<file path="config.mk">
export PLATFORM = sky130hd
export DESIGN_NAME = mem_rr_arbiter_flat
export DESIGN_NICKNAME = d
export VERILOG_FILES = /design/src/rtl/mem_rr_arbiter_pkg.sv /design/src/rtl/mem_rr_arbiter_if.sv /design/src/rtl/mem_rr_arbiter_rr_pick.sv /design/src/rtl/mem_rr_arbiter.sv /design/src/flat_wrapper.sv
export SDC_FILE = /design/constraint.sdc
export NUM_CORES = 1
export LEC_CHECK = 0
export CAP_MARGIN = 20
export CORE_MARGIN = 3
export CORE_UTILIZATION = 31
export CTS_BUF_LIST = sky130_fd_sc_hd__clkbuf_8
export DETAILED_ROUTE_END_ITERATION = 6
export GPL_TIMING_DRIVEN = 0
export PLACE_DENSITY = 0.65
export SYNTH_ARGS = -nofsm -noshare
export SYNTH_HDL_FRONTEND = slang
export SYNTH_SLANG_ARGS = --single-unit
</file>
<file path="constraint.sdc">
create_clock -name sys_clk -period 1.8 [get_ports sys_clk]
set_clock_uncertainty 0.15 [all_clocks]
set_input_delay 0.18 -clock sys_clk [delete_from_list [all_inputs] [get_ports sys_clk]]
set_output_delay 0.18 -clock sys_clk [all_outputs]
set_load 0.005 [all_outputs]
</file>
<file path="src/rtl/mem_rr_arbiter_pkg.sv">
// mem_rr_arbiter_pkg: shared FSM encodings and timeout counter width for the memory arbiter
package mem_rr_arbiter_pkg;
    localparam logic [1:0] ST_IDLE  = 2'd0;
    localparam logic [1:0] ST_ISSUE = 2'd1;
    localparam logic [1:0] ST_WAIT  = 2'd2;
    localparam int TO_W = 8;
endpackage

</file>
<file path="src/rtl/mem_rr_arbiter_if.sv">
// mem_rr_arbiter_if: requester-side and memory-side signals of the arbiter
//   req_*     per-requester request handshake, addr/wdata flattened [i*W +: W]
//   rsp_*     one-hot response strobe with shared error flag and read data
//   mem_*     single downstream valid/ready request plus rvalid/rdata response
//   master    modport seen by the arbiter, slave modport seen by its environment
interface mem_rr_arbiter_if #(
    parameter int NREQ       = 2,
    parameter int DATA_WIDTH = 32,
    parameter int ADDR_WIDTH = 32
);
    logic [NREQ-1:0]            req_valid;
    logic [NREQ-1:0]            req_ready;
    logic [NREQ-1:0]            req_wen;
    logic [NREQ*ADDR_WIDTH-1:0] req_addr;
    logic [NREQ*DATA_WIDTH-1:0] req_wdata;
    logic [NREQ-1:0]            rsp_valid;
    logic                       rsp_err;
    logic [DATA_WIDTH-1:0]      rsp_rdata;
    logic                       mem_valid;
    logic                       mem_ready;
    logic                       mem_wen;
    logic [ADDR_WIDTH-1:0]      mem_addr;
    logic [DATA_WIDTH-1:0]      mem_wdata;
    logic                       mem_rvalid;
    logic [DATA_WIDTH-1:0]      mem_rdata;
    modport master (
        input  req_valid, req_wen, req_addr, req_wdata, mem_ready, mem_rvalid, mem_rdata,
        output req_ready, rsp_valid, rsp_err, rsp_rdata, mem_valid, mem_wen, mem_addr, mem_wdata
    );
    modport slave (
        output req_valid, req_wen, req_addr, req_wdata, mem_ready, mem_rvalid, mem_rdata,
        input  req_ready, rsp_valid, rsp_err, rsp_rdata, mem_valid, mem_wen, mem_addr, mem_wdata
    );
endinterface

</file>
<file path="src/rtl/mem_rr_arbiter_rr_pick.sv">
// mem_rr_arbiter_rr_pick: rotate-priority encoder, first set req bit at or after ptr
//   req   in   request vector
//   ptr   in   highest-priority index
//   grant out  one-hot winner (zero when no request)
//   idx   out  winner index
//   any   out  at least one request present
module mem_rr_arbiter_rr_pick #(
    parameter int NREQ = 2,
    parameter int IW   = 1
) (
    input  logic [NREQ-1:0] req,
    input  logic [IW-1:0]   ptr,
    output logic [NREQ-1:0] grant,
    output logic [IW-1:0]   idx,
    output logic            any
);
    // Scanning from the farthest offset down lets the nearest requester overwrite last
    always_comb begin
        idx = '0;
        for (int k = NREQ - 1; k >= 0; k--)
            if (req[(int'(ptr) + k) % NREQ]) idx = IW'((int'(ptr) + k) % NREQ);
        any = |req;
        grant = any ? NREQ'(1) << idx : '0;
    end
endmodule

</file>
<file path="src/rtl/mem_rr_arbiter.sv">
// mem_rr_arbiter: round-robin arbiter sharing one memory port among NREQ requesters
//   sys_clk    in   rising-edge clock
//   sys_rst_n  in   asynchronous active-low reset, aborts any transaction
//   bus        master side of mem_rr_arbiter_if (requests, responses, memory port)
module mem_rr_arbiter
    import mem_rr_arbiter_pkg::*;
#(
    parameter int NREQ       = 2,
    parameter int DATA_WIDTH = 32,
    parameter int ADDR_WIDTH = 32,
    parameter int TIMEOUT    = 255
) (
    input logic sys_clk,
    input logic sys_rst_n,
    mem_rr_arbiter_if.master bus
);
    localparam int IW = (NREQ > 1) ? $clog2(NREQ) : 1;
    logic [1:0]      state;
    logic [IW-1:0]   rr_ptr;
    logic [IW-1:0]   owner;
    logic [IW-1:0]   win_idx;
    logic [NREQ-1:0] win;
    logic            any;
    logic [TO_W-1:0] cnt;
    logic            timeout;
    mem_rr_arbiter_rr_pick #(.NREQ(NREQ), .IW(IW)) u_pick (
        .req   (bus.req_valid),
        .ptr   (rr_ptr),
        .grant (win),
        .idx   (win_idx),
        .any   (any)
    );
    assign bus.req_ready = (state == ST_IDLE) ? win : '0;
    // Derived from the state register so it falls as soon as reset clears the state
    assign bus.mem_valid = (state == ST_ISSUE);
    // cnt holds the number of completed WAIT cycles, so this is the TIMEOUT-th one
    assign timeout = (cnt == TO_W'(TIMEOUT - 1));
    always_ff @(posedge sys_clk or negedge sys_rst_n) begin
        if (!sys_rst_n) begin
            state         <= ST_IDLE;
            rr_ptr        <= '0;
            owner         <= '0;
            cnt           <= '0;
            bus.mem_wen   <= 1'b0;
            bus.mem_addr  <= '0;
            bus.mem_wdata <= '0;
            bus.rsp_valid <= '0;
            bus.rsp_err   <= 1'b0;
            bus.rsp_rdata <= '0;
        end else begin
            bus.rsp_valid <= '0;
            if (state == ST_IDLE && any) begin
                owner         <= win_idx;
                bus.mem_wen   <= bus.req_wen[win_idx];
                bus.mem_addr  <= bus.req_addr[int'(win_idx) * ADDR_WIDTH +: ADDR_WIDTH];
                bus.mem_wdata <= bus.req_wdata[int'(win_idx) * DATA_WIDTH +: DATA_WIDTH];
                rr_ptr        <= (win_idx == IW'(NREQ - 1)) ? '0 : win_idx + 1'b1;
                state         <= ST_ISSUE;
            end
            if (state == ST_ISSUE && bus.mem_ready) begin
                cnt   <= '0;
                state <= ST_WAIT;
            end
            if (state == ST_WAIT) begin
                cnt <= cnt + 1'b1;
                // A response arriving on the timeout cycle still counts as a good response
                if (bus.mem_rvalid || timeout) begin
                    bus.rsp_valid <= NREQ'(1) << owner;
                    bus.rsp_err   <= !bus.mem_rvalid;
                    bus.rsp_rdata <= bus.mem_rvalid ? bus.mem_rdata : '0;
                    state         <= ST_IDLE;
                end
            end
        end
    end
endmodule
</file>
<file path="src/flat_wrapper.sv">
// flat-port wrapper written by rule: the top's interface ports become plain ports
module mem_rr_arbiter_flat import mem_rr_arbiter_pkg::*;
#(
    parameter int NREQ       = 2,
    parameter int DATA_WIDTH = 32,
    parameter int ADDR_WIDTH = 32,
    parameter int TIMEOUT    = 255
)
  (sys_clk, sys_rst_n, bus_req_valid, bus_req_wen, bus_req_addr, bus_req_wdata, bus_mem_ready, bus_mem_rvalid, bus_mem_rdata, bus_req_ready, bus_rsp_valid, bus_rsp_err, bus_rsp_rdata, bus_mem_valid, bus_mem_wen, bus_mem_addr, bus_mem_wdata);
  mem_rr_arbiter_if #(.NREQ(NREQ), .DATA_WIDTH(DATA_WIDTH), .ADDR_WIDTH(ADDR_WIDTH)) bus_i ();
  input logic sys_clk;
  input logic sys_rst_n;
  input wire logic [$bits(bus_i.req_valid)-1:0] bus_req_valid;
  input wire logic [$bits(bus_i.req_wen)-1:0] bus_req_wen;
  input wire logic [$bits(bus_i.req_addr)-1:0] bus_req_addr;
  input wire logic [$bits(bus_i.req_wdata)-1:0] bus_req_wdata;
  input wire logic [$bits(bus_i.mem_ready)-1:0] bus_mem_ready;
  input wire logic [$bits(bus_i.mem_rvalid)-1:0] bus_mem_rvalid;
  input wire logic [$bits(bus_i.mem_rdata)-1:0] bus_mem_rdata;
  output wire logic [$bits(bus_i.req_ready)-1:0] bus_req_ready;
  output wire logic [$bits(bus_i.rsp_valid)-1:0] bus_rsp_valid;
  output wire logic [$bits(bus_i.rsp_err)-1:0] bus_rsp_err;
  output wire logic [$bits(bus_i.rsp_rdata)-1:0] bus_rsp_rdata;
  output wire logic [$bits(bus_i.mem_valid)-1:0] bus_mem_valid;
  output wire logic [$bits(bus_i.mem_wen)-1:0] bus_mem_wen;
  output wire logic [$bits(bus_i.mem_addr)-1:0] bus_mem_addr;
  output wire logic [$bits(bus_i.mem_wdata)-1:0] bus_mem_wdata;
  assign bus_i.req_valid = bus_req_valid;
  assign bus_i.req_wen = bus_req_wen;
  assign bus_i.req_addr = bus_req_addr;
  assign bus_i.req_wdata = bus_req_wdata;
  assign bus_i.mem_ready = bus_mem_ready;
  assign bus_i.mem_rvalid = bus_mem_rvalid;
  assign bus_i.mem_rdata = bus_mem_rdata;
  assign bus_req_ready = bus_i.req_ready;
  assign bus_rsp_valid = bus_i.rsp_valid;
  assign bus_rsp_err = bus_i.rsp_err;
  assign bus_rsp_rdata = bus_i.rsp_rdata;
  assign bus_mem_valid = bus_i.mem_valid;
  assign bus_mem_wen = bus_i.mem_wen;
  assign bus_mem_addr = bus_i.mem_addr;
  assign bus_mem_wdata = bus_i.mem_wdata;
  mem_rr_arbiter #(.NREQ(NREQ), .DATA_WIDTH(DATA_WIDTH), .ADDR_WIDTH(ADDR_WIDTH), .TIMEOUT(TIMEOUT)) u_core (.sys_clk(sys_clk), .sys_rst_n(sys_rst_n), .bus(bus_i));
endmodule
</file>
==> key figures <==
Worst setup path
  • CP required: 1.47 ns
  • CP Capture Type: output pin
  • Critical path startpoint: u_core.state[1]$_DFF_PN0_
  • CP max stage delay: 0.45 ns
  • Worst path bufs/invs: 2
  • Data arrival, critical path: 1.59 ns
  • Worst setup path class: register to output pin
  • Most used cell, CP: buf_6
  • Number of cells on the critical path: 4
  • Worst Setup Start Kind: register
  • Critical Path Slowest Stage Cell: dfrtp_2
  • CP endpoint: bus_req_ready[0]
  • Crit-path leading delay family: flip-flops
  • Worst-path cell chain: or2_4, a211oi_4, buf_6, buf_6
  • Cells on worst reg2reg path: 6
  • CP max FO: 4
  • Worst R2R Setup Slack: -0.02 ns
  • RR Endpoint: u_core.bus.mem_addr[17]$_DFFE_PN0P_
  • Reg2reg start: u_core.state[0]$_DFF_PN0_

STA
  • Final max-slew violation count: 0
  • Slew @ Worst Pin: 0.505 ns
  • Min Tclk post-route: 1.92 ns
  • Final Hold Fails: 0
  • RSZ-0062 raised after global routing: yes
  • F_max: 0.521 GHz
  • Worst slew margin: 0.663
  • Final setup violation count: 4
  • Final period util: 1.07
  • Final worst slack: -0.121 ns

Floorplan
  • Die area: 18500 um2
  • I/O pin cnt: 271
  • Die height: 136 um
  • Starting Density: 0.323
  • Area of the core: 16200 um2
  • Row count: 46
  • Die Span X: 136 um

Pwr
  • Leakage: 0.00343 uW
  • Max IR drop VDD: 0.666 mV
  • Int Power: 7920 uW
  • Combinational share of power: 0.490
  • Power density cells: 1400 nW/um2
  • Clock Power Share: 0.142
  • Sequential share of power: 0.367
  • Sw frac: 0.344
  • P_sw: 4150 uW
  • Design Power: 12100 uW

Route
  • # DRC: 0
  • Vias per inst: 5.27
  • TritonRoute pass-1 iters: 4
  • WL/cell: 19.5 um
  • Detail Route Antenna Nets: 0
  • Routed WL: 19.6 mm
  • DR vias: 5295
  • Iteration-0 DRC Markers: 265

Cells and area
  • Layout cells sized above 1: 0.0964
  • Post-route cell area: 8600 um2
  • Final Non-Filler Cells: 1004
  • # nets final: 953
  • Area Overhead vs Synth: 63.9%
  • Antenna cell count: 0

GRT
  • Initial antenna violation count: 0
  • GRT overflow: 0
  • Global-route wire length before repair: 30.0 mm
  • Global Route Usage Sum: 0.207
  • Pin count of the biggest net entering global routing: 65
  • Vias in the first global route: 5487

Synthesis
  • Synth warn: 0
  • Cells after Synth: 492
  • Mapped Area: 5250 um2
  • #FFs+latches synth: 112
  • Library cells used by synthesis: 38
  • Sequential fraction of the synthesis area: 0.534
  • Post-synth ARST share: 1.00
  • Post-synth EDFFs: 0
  • Top FF cell, synth: dfrtp_1
  • Synthesized area per cell: 10.7 um2
  • Syn_nets: 662

Clocking
  • Clk root buf: clkbuf_8
  • Inserted Clock Buffers: 9
  • CTS tree: done
  • # H-tree levels: 3
  • TritonCTS sink count: 112
  • Skew-Pair Late Insertion Delay: 0.38 ns
  • Clock Path Buffers: 2
  • Worst-path clk slew: 0.11 ns

Placement
  • Placed insts: 979
  • Placer Congestion: 0.879
  • DP Worst Slack: -0.828 ns
  • Placed standard-cell area: 8250 um2
  • Final HPWL DP: 14.9 mm
  • Port bufs: 270

Outcome
  • Failing checks: setup timing
  • Outcome: complete, but fails checks

Min path
  • Hold/Removal Path Class: input pin to asynchronous set/reset pin

Run
  • Maximum Capacitance Violations: 0
[cell usage after synthesis (all sizes together), types with 2 or more instances]
cell type | instances | area (um2)
a21boi | 29 | 218
a21o | 3 | 22.5
a21oi | 41 | 205
a221o | 28 | 280
a31oi | 37 | 231
buf | 32 | 191
clkbuf | 24 | 90.1
dfrtp | 112 | 2800
ha | 2 | 25.0
inv | 5 | 18.8
nand2 | 36 | 135
nand3 | 6 | 30.0
nand3b | 2 | 15.0
nor2 | 2 | 7.51
nor2b | 2 | 12.5
nor3 | 5 | 41.3
o211ai | 40 | 300
o21a | 2 | 15.0
o21ai | 39 | 195
o2bb2ai | 32 | 280
o31ai | 3 | 22.5
or2 | 2 | 15.0
[power groups by stage]
stage	Sequential (uW)	Combinational (uW)	Clock [uW]
after floorplan	4390	2400	0
after CTS	4430	5960	1750
after global routing	4570	6470	1860
final	4440	5920	1720
after detailed placement	4440	5860	0
after global placement	4420	5760	0
[metrics by stage]
stage	utilization	hold slack, ns	TNS, ns
after CTS	0.528	0.146	-0.374
final	0.530	0.155	-0.178
after global routing	0.530	0.190	-4.11
after global placement	0.506	0.313	-472.29
after floorplan	-	-0.266	0
after detailed placement	0.508	0.0101	-25.35
[flip-flops by register name, indices dropped and copies added (netlist names)]
name	count
u_core.bus.rsp_valid	2
u_core.bus.rsp_err	1
u_core.cnt	8
u_core.state	2
u_core.rr_ptr	1
u_core.owner	1
u_core.bus.mem_wdata	32
u_core.bus.mem_wen	1
u_core.bus.rsp_rdata	32
u_core.bus.mem_addr	32
[repair_timing]
action	4_1_cts	5_1_grt
cloned	0	0
hold endpoints to repair	48	0
hold buffers	1	0
gates resized for setup	25	15
pin swaps	4	3
setup endpoints to repair	76	97
setup buffers	7	3
[layer usage]
layer  vias to the layer above  wire length (um)  GRT usage
li1                       2466                 -          -
met1                      2528              8040      0.262
met2                       266              9150      0.336
met3                        35              1890     0.0637
met4                         0               512     0.0756
met5                         -                 0          0
[area by class of cell]
cell class	instances	area, um2
plain buffers	54	300
clock buffers	10	138
clock inverters	6	83.8
fillers	1480	7630
inverters	5	18.8
multi-input cells	319	2160
flip-flops and latches	112	2810
well taps	216	270
repair buffers	282	2830
[logic make-up after synthesis]
group	after synthesis	share of synthesized area
flip-flops	112	0.534
buffers and inverters	61	0.0572
multiplexers	2	0.00405
adder cells (fa/ha/maj)	2	0.00477
AO/OA/AOI/OAI	256	0.342
AND/OR/NAND/NOR	59	0.0572
[how the worst min path moves through the flow]
stage / slack, ns / depth (start not counted) / to / startpoint
global route: 0.19 / 2 / u_core.bus.rsp_rdata[31]$_DFFE_PN0P_ / bus_mem_rdata[31]
finish: 0.16 / 2 / u_core.bus.rsp_rdata[19]$_DFFE_PN0P_ / sys_rst_n
floorplan: -0.27 / 0 / u_core.bus.mem_addr[0]$_DFFE_PN0P_ / sys_rst_n
global placement: 0.31 / 1 / u_core.cnt[7]$_DFFE_PN0P_ / u_core.cnt[7]$_DFFE_PN0P_
CTS: 0.15 / 2 / u_core.bus.rsp_rdata[19]$_DFFE_PN0P_ / sys_rst_n
detailed placement: 0.01 / 1 / u_core.bus.rsp_rdata[16]$_DFFE_PN0P_ / sys_rst_n
[layout by cell type (no fill, tap or decap), types with 2 or more instances in the layout]
cell type	instances
buf_6	7
nand3b_1	2
clkbuf_4	5
clkbuf_1	15
buf_4	14
clkbuf_2	7
dfrtp_1	110
nand2_1	36
clkinvlp_4	2
buf_2	17
a31oi_1	37
dfrtp_2	2
dlygate4sd2_1	2
o21ai_0	27
o211ai_1	40
nor3_4	2
o2bb2ai_1	32
clkbuf_8	10
o31ai_1	3
inv_1	6
clkdlybuf4s50_1	265
a221o_1	28
bufinv_16	2
o21a_1	2
a21o_1	3
a21oi_1	41
ha_1	2
nor2b_1	2
nor3_1	3
a21boi_0	28
nand3_1	6
o21ai_1	12
[worst register-to-register path: cells and delay by family, from the launching register on]
family,cells,cell delay [ns]
buffers and inverters,3,0.58
AOI/OAI and AO/OA,2,0.36
DFF,1,0.42
and+or+nand+nor,1,0.20
Note: power is estimated with default switching activity, not from simulation.
